### config.mk
export PLATFORM = sky130hd
export DESIGN_NAME = vec_wb_addr_seq
export DESIGN_NICKNAME = d
export VERILOG_FILES = /design/src/rtl/vec_wb_addr_seq_pkg.sv /design/src/rtl/vec_wb_addr_seq.sv
export SDC_FILE = /design/constraint.sdc
export NUM_CORES = 1
export LEC_CHECK = 0
export BUFFER_PORTS_ARGS = -buffer_cell sky130_fd_sc_hd__buf_4
export CORE_MARGIN = 5
export CORE_UTILIZATION = 45
export DETAILED_ROUTE_END_ITERATION = 8
export PLACE_DENSITY_LB_ADDON = 0.12
export SYNTH_ARGS = -nofsm -noshare
export SYNTH_HDL_FRONTEND = slang
export SYNTH_SLANG_ARGS = --single-unit
export TNS_END_PERCENT = 100
### constraint.sdc
create_clock -name clk -period 2.2 [get_ports clk]
set_input_delay 0.44 -clock clk [delete_from_list [all_inputs] [get_ports clk]]
set_output_delay 0.44 -clock clk [all_outputs]
set_load 0.05 [all_outputs]
### src/rtl/vec_wb_addr_seq_pkg.sv
// Shared vector-unit definitions: LMUL encodings, the beat-count helper that the
// read and write address sequencers both use, and the write sequencer FSM states.
package vec_pkg;

  localparam logic [2:0] LMUL_1        = 3'b000;
  localparam logic [2:0] LMUL_2        = 3'b001;
  localparam logic [2:0] LMUL_4        = 3'b010;
  localparam logic [2:0] LMUL_8        = 3'b011;
  localparam int         LMUL_FRAC_MSB = 2;

  typedef enum logic {
    IDLE = 1'b0,
    BUSY = 1'b1
  } seq_state_t;

  // Registers per group; fractional LMUL still occupies one whole register.
  function automatic logic [3:0] lmul_beats(input logic [2:0] vlmul);
    logic [3:0] n;
    n = 4'd1;
    if (vlmul[LMUL_FRAC_MSB]) begin
      n = 4'd1;
    end else begin
      case (vlmul)
        LMUL_1:  n = 4'd1;
        LMUL_2:  n = 4'd2;
        LMUL_4:  n = 4'd4;
        LMUL_8:  n = 4'd8;
        default: n = 4'd1;
      endcase
    end
    return n;
  endfunction

endpackage

### src/rtl/vec_wb_addr_seq.sv
// Vector write-back address sequencer: turns a group of result beats into
// registered register-file writes at base, base+1, ... with done/idle/err status.
module vec_wb_addr_seq
  import vec_pkg::*;
#(
  parameter int ADDR_WIDTH = 5,
  parameter int DATA_WIDTH = 64
) (
  input  logic                  clk,
  input  logic                  rst,
  input  logic                  en,
  input  logic [2:0]            vlmul,
  input  logic [ADDR_WIDTH-1:0] addr_in,
  input  logic                  res_valid,
  input  logic [DATA_WIDTH-1:0] res_data,
  output logic                  res_ready,
  output logic                  wr_en,
  output logic [ADDR_WIDTH-1:0] wr_addr,
  output logic [DATA_WIDTH-1:0] wr_data,
  output logic                  idle,
  output logic                  done,
  output logic                  err
);

  seq_state_t            state;
  seq_state_t            next_state;
  logic [ADDR_WIDTH-1:0] base;
  logic [2:0]            last;
  logic [2:0]            cnt;
  logic                  accept;
  logic                  last_beat;
  logic [3:0]            beats_m1;

  assign beats_m1 = lmul_beats(vlmul) - 4'd1;

  // Beat acceptance and next-state decode
  always_comb begin
    accept     = 1'b0;
    last_beat  = 1'b0;
    next_state = state;
    case (state)
      IDLE: begin
        if (en) begin
          next_state = BUSY;
        end else begin
          next_state = IDLE;
        end
      end
      BUSY: begin
        accept    = res_valid;
        last_beat = res_valid && (cnt == last);
        if (last_beat) begin
          next_state = IDLE;
        end else begin
          next_state = BUSY;
        end
      end
      default: next_state = IDLE;
    endcase
  end

  // FSM state register
  always_ff @(posedge clk or negedge rst) begin
    if (!rst) begin
      state <= IDLE;
    end else begin
      state <= next_state;
    end
  end

  // Group context: base and last index are latched once, so later vlmul/addr_in changes are ignored
  always_ff @(posedge clk or negedge rst) begin
    if (!rst) begin
      base <= {ADDR_WIDTH{1'b0}};
      last <= 3'd0;
      cnt  <= 3'd0;
    end else if (state == IDLE) begin
      if (en) begin
        base <= addr_in;
        last <= beats_m1[2:0];
        cnt  <= 3'd0;
      end else begin
        cnt  <= 3'd0;
      end
    end else if (accept) begin
      cnt <= last_beat ? 3'd0 : cnt + 3'd1;
    end else begin
      cnt <= cnt;
    end
  end

  // Registered write strobe and status outputs
  always_ff @(posedge clk or negedge rst) begin
    if (!rst) begin
      wr_en     <= 1'b0;
      wr_addr   <= {ADDR_WIDTH{1'b0}};
      wr_data   <= {DATA_WIDTH{1'b0}};
      done      <= 1'b0;
      err       <= 1'b0;
      idle      <= 1'b1;
      res_ready <= 1'b0;
    end else begin
      wr_en     <= accept;
      done      <= last_beat;
      err       <= err | ((state == IDLE) && res_valid);
      idle      <= (next_state == IDLE);
      res_ready <= (next_state == BUSY);
      if (accept) begin
        wr_addr <= base + ADDR_WIDTH'(cnt);
        wr_data <= res_data;
      end else begin
        wr_addr <= wr_addr;
        wr_data <= wr_data;
      end
    end
  end

endmodule

==> run summary, run 1 <==
The run finished with clean final reports. The number of enable flip-flop cells after synthesis came out at 0. After synthesis, the cell types taking the most area are sky130_fd_sc_hd__dfrtp_1, sky130_fd_sc_hd__mux2_2, sky130_fd_sc_hd__mux2_4. The post-cts hold buffer count was 0; the overflow left after global routing was 0. The run gives 58.6 ps as the worst slack on hold paths.

Via count: 2286. The area added between synthesis and finish is 38.9%, and the number of antenna violations at the first check in global routing is 0. For the worst setup path, the data arrival time is 1990 ps. The number of setup buffers added after CTS is 0.

Setup violations remaining at the end of the flow were counted as 0. TritonCTS built the clock tree. Counting every instance in the synthesized netlist gives 223.

Measured along the y axis, the die boundary spans 98.6 um. The run gives 30 as the number of distinct library cell variants in the gate-level netlist after synthesis. The worst-case IR drop observed on VDD is 0.674 mV. Sorting the synthesized cells by how often they occur yields sky130_fd_sc_hd__dfrtp_1, sky130_fd_sc_hd__mux2_2, sky130_fd_sc_hd__mux2_4.

Using the TritonRoute via totals, the vias-per-cell ratio works out to 4.73. The clock tree synthesis step divided the H-tree into 3 levels. The run gives 85 as the clock sink count. The buffer depth of the longest clock path was 2; the transition time of the tightest slew-check pin was 496 ps.

Dividing total power by cell area gives a power density of 1500 nW/um2. After detailed routing, the average wire length per cell comes to 15.7 um. The critical path ends at wr_addr[4]$_DFFE_PN0P_. The clock reaches the later pin of the worst-skew pair after 330 ps.

The logs give 0 ps for the setup total negative slack and 15.9% for the global-route usage over all layers. Synthesized area: 3530 um2. Counting stages on the worst path, the most repeated cell is sky130_fd_sc_hd__o21ai_0. The maximum clock rate is 576 MHz. The filler cells instantiated in the layout total 628. The fraction of post-synthesis cell area in the top cell type by area works out to 59.5%. The largest single stage delay on the critical path is 430 ps. The count of buffers added on input and output ports is 149. Walking the worst path, the cells encountered are ha_1 > inv_1 > fa_1 > nor2b_1 > o21ai_0 > xor2_1 > o21ai_0. The routed design has 7560 um of wire.

The worst setup path is of the register to register kind. The tools report the number of nets still failing antenna checks after routing as 0. On the critical path, the stage with the largest delay is an instance of sky130_fd_sc_hd__dfrtp_1. After clock tree synthesis, the repair step resized 0 gates.

The cell area after placement came out at 4710 um2. The tools report the total clock buffers created by CTS as 9. The global-route wire length before repair is 12400 um.

In this run the tightest slew margin relative to its limit is 66.9%. The setup slack on the worst flop-to-flop path was 460 ps. sky130_fd_sc_hd__dfrtp_1 takes more of the synthesized area than any other cell. The mean cell area of the mapped netlist came out at 15.8 um2. The most instantiated flip-flop cell in the synthesis netlist is sky130_fd_sc_hd__dfrtp_1.

Before antenna repair, the detailed router went through 4 iterations. The maximum fanout count along the critical path came out at 4. In this run the core area contains 32 standard-cell rows. The die covers 9720 um2. Tracing the worst setup path back leads to its startpoint at cnt[0]$_DFFE_PN0P_. The logs give 2456 for the via count of the first global-routing pass and 0 for the count of synthesis-stage warnings from yosys. In the routed design, unresolved DRC markers number 0. The tree is rooted in a sky130_fd_sc_hd__clkbuf_8. Synthesis inferred 85 register bits. The number of cells on the worst reg-to-reg path is 7. The clock skew came out at 7.88 ps. In this run the critical register-to-register path is launched from cnt[0]$_DFFE_PN0P_.

Cells with a size suffix above 1 make up 63.0% of the layout. The max-slew violation total from the final report came out at 0. The endpoint of the most critical register-to-register path was wr_addr[4]$_DFFE_PN0P_. Data on the critical path is required at its endpoint by 2450 ps.

The wire-length estimate of the detail-placed layout is 5690 um. Standby leakage power: 2.41 nW. In the finished design, the share of the clock period the worst path needs comes to 78.9%. Setup repair after global routing left no endpoint under its margin. The worst setup path is captured at a register. The run gives 4900 um2 as the final instance area.

OpenSTA, run right after detailed placement, puts the worst setup slack at 432 ps. The tools report the post-synthesis net count as 305. The fraction of synthesis flops using an asynchronous set or reset pin is 100%, and the largest net degree at the start of global routing is 67.

In this run the standard cell core region covers 7690 um2. After the last flow step, the layout net total stands at 458. Class of the most critical hold timing path: input pin to async pin.

150 I/O pins were placed. For this configuration, the core starts out at a cell density of 45.9%. Last weighted congestion value of the routability-driven placer: 0.760. In the post-route analysis, the smallest setup slack over all paths is 464 ps. Most frequent cell after synthesis: sky130_fd_sc_hd__dfrtp_1. The tools report the number of diodes added for antenna fixing as 0. Of the synthesized area, sequential elements account for 60.3%.

Across the run, the number of max-cap violations was 0. In this run, the number of DRC markers left after iteration 0 of detailed routing was 47. Clock-pin slew was measured on the worst setup and hold paths at 80 ps. The number of hold violations in the final report came out at 0.

The clock period could shrink to 1740 ps. STA classifies the critical path startpoint as a register. In this run the horizontal extent of the chip is 98.6 um.
## worst max-delay path, delay by kind of cell, from the launching register on
kind / cells / cell delay, ps
AOI/OAI and AO/OA: 2 / 260
xor gates and xnor gates: 1 / 160
adders and majority gates: 2 / 600
buffers and inverters: 1 / 60
DFF: 1 / 430
and+or+nand+nor: 1 / 150
## registers in the layout, indices dropped and copies added (netlist names)
| register | cells |
|---|---|
| base | 5 |
| cnt | 3 |
| done | 1 |
| err | 1 |
| idle | 1 |
| last | 3 |
| res_ready | 1 |
| wr_addr | 5 |
| wr_data | 64 |
| wr_en | 1 |
## worst min-delay path by stage
stage	start	end	slack [ps]	cells past startpoint
final	rst	wr_data[22]$_DFFE_PN0P_	60	1
after global routing	rst	wr_data[22]$_DFFE_PN0P_	80	1
after CTS	rst	wr_data[22]$_DFFE_PN0P_	70	1
after detailed placement	rst	wr_data[22]$_DFFE_PN0P_	440	1
after global placement	rst	wr_data[22]$_DFFE_PN0P_	440	1
after floorplan	rst	base[0]$_DFFE_PN0P_	140	0
## stage by stage
stage | power (mW) | utilization, % | std cells
floorplan | 5.21 | - | 223
global placement | 6.32 | 61.3 | 467
detailed placement | 6.37 | 61.3 | 467
CTS | 7.46 | 63.8 | 483
global route | 7.76 | 63.8 | 483
finish | 7.37 | 63.8 | 483
## cell type report
| class | count | area [um2] | area share [%] |
|---|---|---|---|
| clock buffers | 13 | 149 | 3.04 |
| clock inverters | 3 | 45.0 | 0.919 |
| inverters | 6 | 23.8 | 0.485 |
| multi-input cells | 123 | 1270 | 25.9 |
| flip-flops and latches | 85 | 2130 | 43.4 |
| well taps | 102 | 128 | 2.60 |
| repair buffers | 151 | 1160 | 23.6 |
## per-layer routing
layer | vias to the layer above | GRT usage (%) | routed length (um)
li1 | 1085 | - | -
met1 | 1098 | 20.4 | 3270
met2 | 92 | 25.8 | 3690
met3 | 11 | 4.46 | 486
met4 | 0 | 5.67 | 114
met5 | - | 0 | 0
## cell families after synthesis
kind of cell,Yosys count,share of synthesized area (%)
multiplexers,71,25.8
AND/OR/NAND/NOR,22,3.15
buffers and inverters,15,3.72
adder cells (fa/ha/maj),6,2.34
flip-flops,85,60.3
XOR/XNOR,7,1.74
AO/OA/AOI/OAI,17,2.94
## power breakdown
group	internal [mW]	switching, mW
Clock	0.558	0.511
Sequential	2.14	0.337
Combinational	1.38	2.44
Total	4.08	3.29
## cell usage in the layout, fill, tap and decap left out
| cell type | instances |
|---|---|
| sky130_fd_sc_hd__clkinv_2 | 1 |
| sky130_fd_sc_hd__o21ai_0 | 8 |
| sky130_fd_sc_hd__a21o_1 | 2 |
| sky130_fd_sc_hd__inv_1 | 5 |
| sky130_fd_sc_hd__xnor2_1 | 1 |
| sky130_fd_sc_hd__o22a_1 | 1 |
| sky130_fd_sc_hd__nand3_1 | 2 |
| sky130_fd_sc_hd__clkinvlp_4 | 2 |
| sky130_fd_sc_hd__o22ai_1 | 1 |
| sky130_fd_sc_hd__nor2_1 | 5 |
| sky130_fd_sc_hd__buf_4 | 149 |
| sky130_fd_sc_hd__mux2_4 | 30 |
| sky130_fd_sc_hd__nand2_1 | 9 |
| sky130_fd_sc_hd__xor2_1 | 6 |
| sky130_fd_sc_hd__dfrtp_1 | 84 |
| sky130_fd_sc_hd__nand2_2 | 1 |
| sky130_fd_sc_hd__nor4bb_1 | 1 |
| sky130_fd_sc_hd__a221oi_1 | 1 |
| sky130_fd_sc_hd__dfstp_2 | 1 |
| sky130_fd_sc_hd__a21oi_1 | 2 |
| sky130_fd_sc_hd__nand2_4 | 1 |
| sky130_fd_sc_hd__buf_12 | 2 |
| sky130_fd_sc_hd__nor2b_1 | 1 |
| sky130_fd_sc_hd__or3b_2 | 1 |
| sky130_fd_sc_hd__fa_1 | 1 |
| sky130_fd_sc_hd__ha_1 | 5 |
| sky130_fd_sc_hd__o31ai_1 | 2 |
| sky130_fd_sc_hd__and3_1 | 1 |
| sky130_fd_sc_hd__clkbuf_1 | 3 |
| sky130_fd_sc_hd__clkbuf_8 | 10 |
| sky130_fd_sc_hd__mux2_2 | 41 |
| sky130_fd_sc_hd__bufinv_16 | 1 |
Power figures use the tool's default switching activity.
==> run 2: changes to the inputs <==
Settings changed: CORE_UTILIZATION 45 to 43.
Clock period 2.2 ns to 1.58 ns, I/O delays scaled along.
==> run summary, run 2 (synthesized netlist as in run 1, its figures left out) <==
The run gives 3 (unchanged) as the maximum level of the CTS H-tree. The standby leakage power is 2.46 nW (+1.9%). The clock transition at the register clock pins on the worst setup and hold paths after CTS was 80 ps (about the same). Category of cells accounting for the largest share of critical-path delay: adder cells. The run finished with clean final reports. The setup slack on the worst flop-to-flop path came out at 70 ps (-390 ps). The run gives 10.4 mW (+41%) as the total design power.

Maximum fanout count along the critical path: 2 (-2). The via count of the first global-routing pass is 2486 (+1.2%), and the clock period minus worst slack is 1510 ps (-227 ps). The number of I/O port buffers was 149 (unchanged); the global-route wire length before repair was 12400 um (-0.11%).

For the number of nets still failing antenna checks after routing, the log shows 0 (unchanged). The final period utilization is 95.5% (+17 points). The global-route usage over all layers came out at 15.9% (about the same). In the layout the commonest cells are sky130_fd_sc_hd__buf_4, sky130_fd_sc_hd__dfrtp_1, sky130_fd_sc_hd__mux2_2, sky130_fd_sc_hd__mux2_4. The run gives 81.2% (+14 points) as the relative slew slack. The endpoint of the most critical register-to-register path was wr_addr[4]$_DFFE_PN0P_. The largest register by flop count is wr_data. The HPWL reported at the end of detailed placement is 5950 um (+4.7%), and the average wire per standard cell is 16.2 um (+3.3%).

The worst register-to-register path begins at base[0]$_DFFE_PN0P_. The via count was 2314 (+1.2%); the number of cells on the worst reg-to-reg path was 7 (unchanged). The count of routing violations after the opening detailed-route iteration was 41 (-13%); the clock sink count was 85 (unchanged). The run gives 0 (unchanged) as the number of max-capacitance violations reported.

The slowest stage of the critical path is the sky130_fd_sc_hd__dfrtp_1 cell. The width of the chip was 101 um (+2.1%). The via density per instance is 4.69 (-0.83%), and the count of buffer and inverter cells on the critical path is 1 (unchanged). The y dimension of the die was 101 um (+2.1%); the last weighted congestion value of the routability-driven placer was 0.726 (-4.4%). The site row count is 33 (+3.1%). The max-slew violation total from the final report was 0 (unchanged); the total clock buffers created by CTS was 9 (unchanged). The tools report the number of antenna violations at the first check in global routing as 0 (unchanged). The run gives 0 (unchanged) as the residual DRC count.

Class of the most critical hold timing path: input pin to register. The tools report the peak ir drop on the vdd network as 1.11 mV (+64%). The root cell of the clock tree is sky130_fd_sc_hd__clkbuf_8. The layout cell share with drive strength beyond 1 came out at 64.7% (+1.7 points). Type of element launching the critical path: a register. Launching element of the worst setup path: base[0]$_DFFE_PN0P_. For the number of diodes added for antenna fixing, the log shows 0 (unchanged). The post-CTS setup repair buffer count is 0 (unchanged). The run gives 1840 ps (-610 ps) as the critical path data required time.

The tools report the overflow left after global routing as 0 (unchanged). The tools report the starting utilization of the core area as 43.6% (-2.3 points). The run gives 10100 um2 (+4.2%) as the area of the die. The library cell used most frequently in the layout, excluding fill and tap cells, is sky130_fd_sc_hd__buf_4.

The final wirelength was 7970 um (+5.4%). TritonCTS built the clock tree. The tools report the buffer depth of the longest clock path as 2 (unchanged). The data arrival time of the critical path came out at 1770 ps (-220 ps).

Compared with the post-synthesis result, the final layout area differs by 41.1%. The ratio of total power to cell area came out at 2090 nW/um2 (+39%). Capturing instance or port of the critical path: wr_addr[4]$_DFFE_PN0P_. First-pass iteration count of the detailed router: 4 (unchanged).

The critical path goes through ha_2 > inv_1 > fa_2 > nor2b_4 > o21ai_2 > xor2_1 > o21ai_1. The number of flip-flops under the largest register name is 64 (unchanged). The run gives 53 (-21%) as the largest net degree at the start of global routing. The tools report the net count of the finished layout as 465 (+1.5%). The number of hold violations in the final report was 0 (unchanged); the number of top-level pins was 150 (unchanged).

The startpoint identified for the worst hold timing path is en. The count of endpoints failing setup in the final report is 0 (unchanged), and the insertion delay of the later-clocked pin in the worst-skew pair is 340 ps (about the same). The transition time of the tightest slew-check pin was 282 ps (-215 ps); the number of cells on the critical path was 7 (unchanged).

The final standard cell utilization of the core is 61.6% (-2.2 points), and the maximum clock rate is 663 MHz (+15%). The critical path's largest stage delay is 370 ps (-60 ps), and the core footprint is 8090 um2 (+5.3%). The clock skew came out at 14.5 ps (+6.60 ps). The worst setup path is captured at a register. The critical path is of the register to register type. The largest registers in the layout are wr_data (64), base (5), wr_addr (5).
run 2: cell type report:
| type | count | area [um2] |
|---|---|---|
| Clock inverter | 4 | 48.8 |
| Inverter | 6 | 23.8 |
| Timing Repair Buffer | 158 | 1230 |
| Tap cell | 105 | 131 |
| Multi-Input combinational cell | 123 | 1290 |
| Clock buffer | 12 | 135 |
| Sequential cell | 85 | 2130 |
| Fill cell | 655 | 3110 |
run 2: per-layer routing:
layer / routed length (um) / track usage [%]
met1: 3430 / 20.4
met2: 3890 / 25.3
met3: 558 / 4.98
met4: 91 / 5.80
met5: 0 / 0
run 2: report_power, final:
group / switching (mW) / leakage, nW / total, mW / internal (mW)
combinational: 3.47 / 1.37 / 5.50 / 2.03
sequential: 0.474 / 0.996 / 3.45 / 2.98
clock: 0.727 / 0.0943 / 1.46 / 0.732
run 2: timing repair:
item | in CTS | in global routing
cloned | 0 | 0
hold buffers | 1 | 0
gates resized for setup | 2 | 5
setup endpoints to repair | 1 | 1
hold endpoints to repair | 18 | 0
run 2: worst min-delay path by stage:
stage | depth (start not counted) | to | slack, ps
floorplan | 0 | base[0]$_DFFE_PN0P_ | 20
global placement | 1 | wr_data[11]$_DFFE_PN0P_ | 220
detailed placement | 1 | wr_data[11]$_DFFE_PN0P_ | 210
CTS | 2 | idle$_DFF_PN1_ | 150
global route | 2 | idle$_DFF_PN1_ | 150
finish | 2 | idle$_DFF_PN1_ | 180
run 2: metrics by stage:
step	setup TNS (ps)	std cells	area, um2	setup slack (ps)	hold WS (ps)
2_1_floorplan	0	223	3530	40.2	20.4
3_3_place_gp	0	476	4770	53.8	215
3_5_place_dp	-76.9	476	4770	-76.9	214
4_1_cts	0	493	4970	9.16	155
5_1_grt	-13.2	493	4980	-13.2	149
6_report	0	493	4980	71.6	177
